===== src/rtl/moduloaddr_gen.sv =====
// moduloaddr_gen: modulo / ping-pong address generator for the waveform
// sample-table read path. Programmable limit (modulus = limit+1), step,
// direction, wrap or bounce mode, synchronous preload and a one-cycle
// wrap/turn pulse. Address and pulse are registered.
// Optional build macro MODADDR_FRAC_EN adds a fractional step accumulator
// (parameter FRAC_W, input i_frac_step) whose carry adds one to the step.
module moduloaddr_gen #(
  parameter int ADDR_W = 12,
  parameter int STEP_W = 8
`ifdef MODADDR_FRAC_EN
  ,
  parameter int FRAC_W = 8
`endif
) (
  input  logic              i_clk,
  input  logic              i_rst,
  input  logic              i_up,
  input  logic              i_dir,
  input  logic              i_mode,
  input  logic [STEP_W-1:0] i_step,
  input  logic [ADDR_W-1:0] i_limit,
  input  logic              i_load,
  input  logic [ADDR_W-1:0] i_load_addr,
`ifdef MODADDR_FRAC_EN
  input  logic [FRAC_W-1:0] i_frac_step,
`endif
  output logic [ADDR_W-1:0] o_address,
  output logic              o_wrap
);

  // One extra bit so sums and differences never truncate before the final
  // range decision.
  localparam int XW = ADDR_W + 1;

  typedef enum logic {
    ST_FWD = 1'b0,
    ST_REV = 1'b1
  } state_t;

  logic [ADDR_W-1:0] r_address;
  logic              r_wrap;
  state_t            r_state;
  logic              r_mode_prev;

  logic [XW-1:0]     w_limit_x;
  logic [XW-1:0]     w_mod_x;
  logic [XW-1:0]     w_addr_x;
  logic [XW-1:0]     w_load_x;
  logic [XW-1:0]     w_step_raw;
  logic [XW-1:0]     w_s_cap;
  logic [XW-1:0]     w_s;
  logic [XW-1:0]     w_sum;
  logic              w_carry;
  state_t            w_dir_state;
  state_t            w_cur_state;
  logic [XW-1:0]     w_next_x;
  logic [ADDR_W-1:0] w_next_addr;
  logic              w_next_wrap;
  state_t            w_next_state;

`ifdef MODADDR_FRAC_EN
  logic [FRAC_W-1:0] r_frac_acc;
  logic [FRAC_W:0]   w_frac_sum;

  assign w_frac_sum = {1'b0, r_frac_acc} + {1'b0, i_frac_step};
  assign w_carry    = w_frac_sum[FRAC_W];

  // Fractional accumulator: cleared by reset and load, advances with each strobe.
  always_ff @(posedge i_clk) begin
    if (!i_rst) begin
      r_frac_acc <= {FRAC_W{1'b0}};
    end else if (i_load) begin
      r_frac_acc <= {FRAC_W{1'b0}};
    end else if (i_up) begin
      r_frac_acc <= w_frac_sum[FRAC_W-1:0];
    end else begin
      r_frac_acc <= r_frac_acc;
    end
  end
`else
  assign w_carry = 1'b0;
`endif

  assign w_limit_x  = {1'b0, i_limit};
  assign w_mod_x    = w_limit_x + {{ADDR_W{1'b0}}, 1'b1};
  assign w_addr_x   = {1'b0, r_address};
  assign w_load_x   = {1'b0, i_load_addr};
  assign w_step_raw = {{(XW-STEP_W){1'b0}}, i_step} + {{ADDR_W{1'b0}}, w_carry};

  // Bounce mode may not step past the far end in one move, wrap mode may
  // not step more than one full modulus.
  assign w_s_cap = i_mode ? w_limit_x : w_mod_x;
  assign w_s     = (w_step_raw > w_s_cap) ? w_s_cap : w_step_raw;
  assign w_sum   = w_addr_x + w_s;

  // In wrap mode, and on the first bounce cycle, direction comes from the pin;
  // afterwards the bounce state machine owns it.
  assign w_dir_state = i_dir ? ST_REV : ST_FWD;
  assign w_cur_state = (i_mode && r_mode_prev) ? r_state : w_dir_state;

  // Next address / pulse / bounce state with load > advance > hold priority.
  always_comb begin
    w_next_x     = w_addr_x;
    w_next_wrap  = 1'b0;
    w_next_state = w_cur_state;
    if (i_load) begin
      w_next_x     = (w_load_x > w_limit_x) ? w_limit_x : w_load_x;
      w_next_state = w_dir_state;
    end else if (i_up) begin
      if (w_s == {XW{1'b0}}) begin
        w_next_x = w_addr_x;
      end else if (w_addr_x > w_limit_x) begin
        // Limit was lowered under us: snap to the end we are heading toward.
        w_next_x    = (w_cur_state == ST_REV) ? w_limit_x : {XW{1'b0}};
        w_next_wrap = 1'b1;
      end else begin
        case ({i_mode, (w_cur_state == ST_REV)})
          2'b00: begin
            if (w_sum > w_limit_x) begin
              w_next_x    = w_sum - w_mod_x;
              w_next_wrap = 1'b1;
            end else begin
              w_next_x = w_sum;
            end
          end
          2'b01: begin
            if (w_s > w_addr_x) begin
              w_next_x    = w_addr_x + w_mod_x - w_s;
              w_next_wrap = 1'b1;
            end else begin
              w_next_x = w_addr_x - w_s;
            end
          end
          2'b10: begin
            if (w_sum > w_limit_x) begin
              w_next_x     = (w_limit_x + w_limit_x) - w_sum;
              w_next_state = ST_REV;
              w_next_wrap  = 1'b1;
            end else begin
              w_next_x = w_sum;
            end
          end
          2'b11: begin
            if (w_s > w_addr_x) begin
              w_next_x     = w_s - w_addr_x;
              w_next_state = ST_FWD;
              w_next_wrap  = 1'b1;
            end else begin
              w_next_x = w_addr_x - w_s;
            end
          end
          default: begin
            w_next_x = w_addr_x;
          end
        endcase
      end
    end else begin
      w_next_x = w_addr_x;
    end
  end

  // Results are always within the limit; the guard keeps the register in range
  // should the top bit ever be set.
  assign w_next_addr = w_next_x[ADDR_W] ? i_limit : w_next_x[ADDR_W-1:0];

  // Address, pulse and bounce-state registers with synchronous active-low reset.
  always_ff @(posedge i_clk) begin
    if (!i_rst) begin
      r_address   <= {ADDR_W{1'b0}};
      r_wrap      <= 1'b0;
      r_state     <= ST_FWD;
      r_mode_prev <= i_mode;
    end else begin
      r_address   <= w_next_addr;
      r_wrap      <= w_next_wrap;
      r_state     <= w_next_state;
      r_mode_prev <= i_mode;
    end
  end

  assign o_address = r_address;
  assign o_wrap    = r_wrap;

endmodule


===== config.mk =====
export PLATFORM = sky130hd
export DESIGN_NAME = moduloaddr_gen
export DESIGN_NICKNAME = d
export VERILOG_FILES = /design/src/rtl/moduloaddr_gen.sv
export SDC_FILE = /design/constraint.sdc
export NUM_CORES = 1
export LEC_CHECK = 0
export BUFFER_PORTS_ARGS = -buffer_cell sky130_fd_sc_hd__buf_2
export CORE_UTILIZATION = 35
export DETAILED_ROUTE_END_ITERATION = 8
export PLACE_DENSITY = 0.52
export SLEW_MARGIN = 20
export SYNTH_ARGS = -nofsm -noshare
export SYNTH_HDL_FRONTEND = slang
export SYNTH_SLANG_ARGS = --single-unit

===== constraint.sdc =====
create_clock -name i_clk -period 18.51 [get_ports i_clk]
set_input_delay 1.851 -clock i_clk [delete_from_list [all_inputs] [get_ports i_clk]]
set_output_delay 1.851 -clock i_clk [all_outputs]
set_load 0.05 [all_outputs]

==> metrics <==
Setup Fix Bufs, Post-CTS=0; Commonest cells post-synth=118 x ha_1, 89 x a21oi_1, 87 x inv_1; clk sinks=15; Synth Area per Inst=7.142 um^2; max-capacitance violation count=0; total number of vias=7562; PD cells=119.7 nW/um^2; layout cells sized above 1=9.199%; asr flop ratio synth=0%; row count=51; worst hold path startpoint=o_address[0]; clk_lat worst skew=260 ps; die height=143.4 um; via/cell ratio=5.926; Worst path most repeated cell=ha_1; die area=20570 um^2; Unique masters post-synth=81; CTS resizes=0; slowest stage delay, CP=670 ps; Clock Tree Buf Depth=2; WL met1=12.66 mm; top sig layer=met4; Fillers=2179; Crit path required time=18650 ps; worst clock skew=5.105 ps; DRC viols=0; main flop type after synthesis=dfxtp_1; Detail Placement HPWL=22.30 mm; Post-Syn Instances=980; Synth area leaders=ha_1 21%, a21oi_1 6.4%, xnor2_1 5.4%, fa_1 4.9%, inv_1 4.7%; minimum clock period=9779 ps; Final GP Congestion=0.9463; Synth top area share=21.09%; Tightest Hold Check Type=register to register; Reg-to-Reg Start=o_address[1]; Final nets=1185; RSZ-0062 raised after global routing=false; post-DR wirelength/cell=21.13 um; CP max FO=37; outcome=completed; Boundary Pins=51; drt total wl=26.97 mm; Tot GR Track Use=26.39%; antenna viol nets, final=0; initial antenna violation count=0; Post-CTS Hold Fix Bufs=0; met3 wire length=1.584 mm; Multi-input gate area=6220 um^2; Reg2Reg Depth=21; power consumption=0.9078 mW; CP Capture Type=register; FF-to-FF setup slack=12420 ps; WL met2=12.27 mm; Slew @ Worst Pin=813.4 ps; critical path's slowest cell=a311o_1; CTS Buf Count=3; reg2reg end=o_address[3]; max_slew headroom=45.58%; register area share after synthesis=4.290%; area grow syn2layout=8.348%; DRT iter0 DRCs=789; Max Fclk=102.3 MHz; Warnings, synthesis=0; Max rail drop VDD=0.00009121 V; WHS Endpoint=o_address[0]; vias in the first global route=7067; crit path DAT=9920 ps; GRT overflow=0; first-pass GRT wire length=41.09 mm; Initial Utilization=35.85%; Reg area=300.3 um^2; Reg clk slew, reported paths=60 ps; worst hold stages=2; final period utilization=52.83%; CTS root buf=clkbuf_16; Setup TNS=0 ps; H-tree Lvls=1; Crit Path Category=input pin to register; Max Slew Vio Count=0; final hold violations=0; hold_ws=600.0 ps; largest net degree at the start of global routing=38; Leakage=3.399 nW; Die Wd=143.4 um; Finish-stage setup viols=0; Worst Setup Start Kind=input pin; largest area contributor in the netlist=ha_1; fin util=38.84%; Core ar.=19530 um^2; #FFs+latches synth=15; IO buf count=50; # diodes=0; CTS tree=yes; most numerous cell in the Yosys netlist=ha_1; First-pass DRT Iterations=6; Post-synth EDFFs=0; Mapped Area=6999 um^2
## where the power goes
group | internal, mW | switching [mW]
registers | 0.0392 | 0.0165
clock network | 0.0290 | 0.0168
logic | 0.306 | 0.500
## per-layer routing
| metal | global-route usage, % | up-vias |
|---|---|---|
| li1 | - | 3648 |
| met1 | 37.25 | 3597 |
| met2 | 44.05 | 288 |
| met3 | 1.500 | 29 |
| met4 | 5.263 | 0 |
| met5 | 0 | - |
## registers in the layout (all words and copies together) (netlist names)
name	count
o_address	12
o_wrap	1
r_mode_prev	1
r_state	1
## area by class of cell
type	instances	share of cell area, %
repair buffers	58	4.092
well taps	265	4.372
clock buffers	3	0.9899
flip-flops and latches	15	3.960
clock inverters	1	0.06600
multi-input cells	843	82.02
inverters	91	4.504
## critical path: cells and delay by family
family / cells / cell delay, ps
fa+ha+maj: 4 / 1320
mux: 1 / 170
compound gates: 11 / 3640
simple gates: 8 / 1730
buf+inv: 3 / 740
xor+xnor: 2 / 450
## stage by stage
stage | cells | area [um^2] | setup slack (ps)
2_1_floorplan | 994 | 7052 | 9397
3_3_place_gp | 1272 | 7497 | 8745
3_5_place_dp | 1272 | 7503 | 8587
4_1_cts | 1276 | 7584 | 8869
5_1_grt | 1276 | 7584 | 8175
6_report | 1276 | 7584 | 8731
## cells by family (layout without fill, tap and decap cells)
| kind of cell | after synthesis | after routing | share of synthesized area, % |
|---|---|---|---|
| AOI/OAI and AO/OA | 325 | 325 | 30.78 |
| xor gates and xnor gates | 63 | 63 | 7.883 |
| adders and majority gates | 135 | 135 | 25.96 |
| buffers and inverters | 136 | 153 | 7.687 |
| DFF | 15 | 15 | 4.290 |
| muxes | 15 | 15 | 2.270 |
| other | 2 | 16 | 0.1073 |
| and+or+nand+nor | 289 | 289 | 21.02 |
## worst max path at each step
stage | start | end | slack, ps | cells past startpoint
after floorplan | i_mode | o_address[6] | 9400 | 34
after global routing | i_limit[0] | o_address[5] | 8170 | 30
final | i_mode | o_address[3] | 8730 | 29
after CTS | i_limit[0] | o_address[3] | 8870 | 30
after global placement | i_limit[0] | o_address[3] | 8740 | 29
after detailed placement | i_limit[0] | o_address[3] | 8590 | 30
## cell usage in the layout (no fill, tap or decap), types with 10 or more instances in the layout
master | synthesis | layout
inv_1 | 87 | 87
or4_1 | 11 | 11
dfxtp_1 | 15 | 15
a211oi_1 | 22 | 22
ha_1 | 118 | 118
nor3_1 | 34 | 34
nand3_1 | 22 | 22
nand4_1 | 15 | 15
nor2b_1 | 14 | 14
xnor2_1 | 43 | 43
a31oi_1 | 11 | 10
o21a_1 | 21 | 21
a21o_1 | 18 | 18
nor2_1 | 64 | 64
a21oi_1 | 89 | 89
conb_1 | 2 | 16
buf_2 | 10 | 50
o21ai_0 | 57 | 57
fa_1 | 17 | 17
xor2_1 | 20 | 20
nand2_1 | 68 | 68
Power figures use the tool's default switching activity.
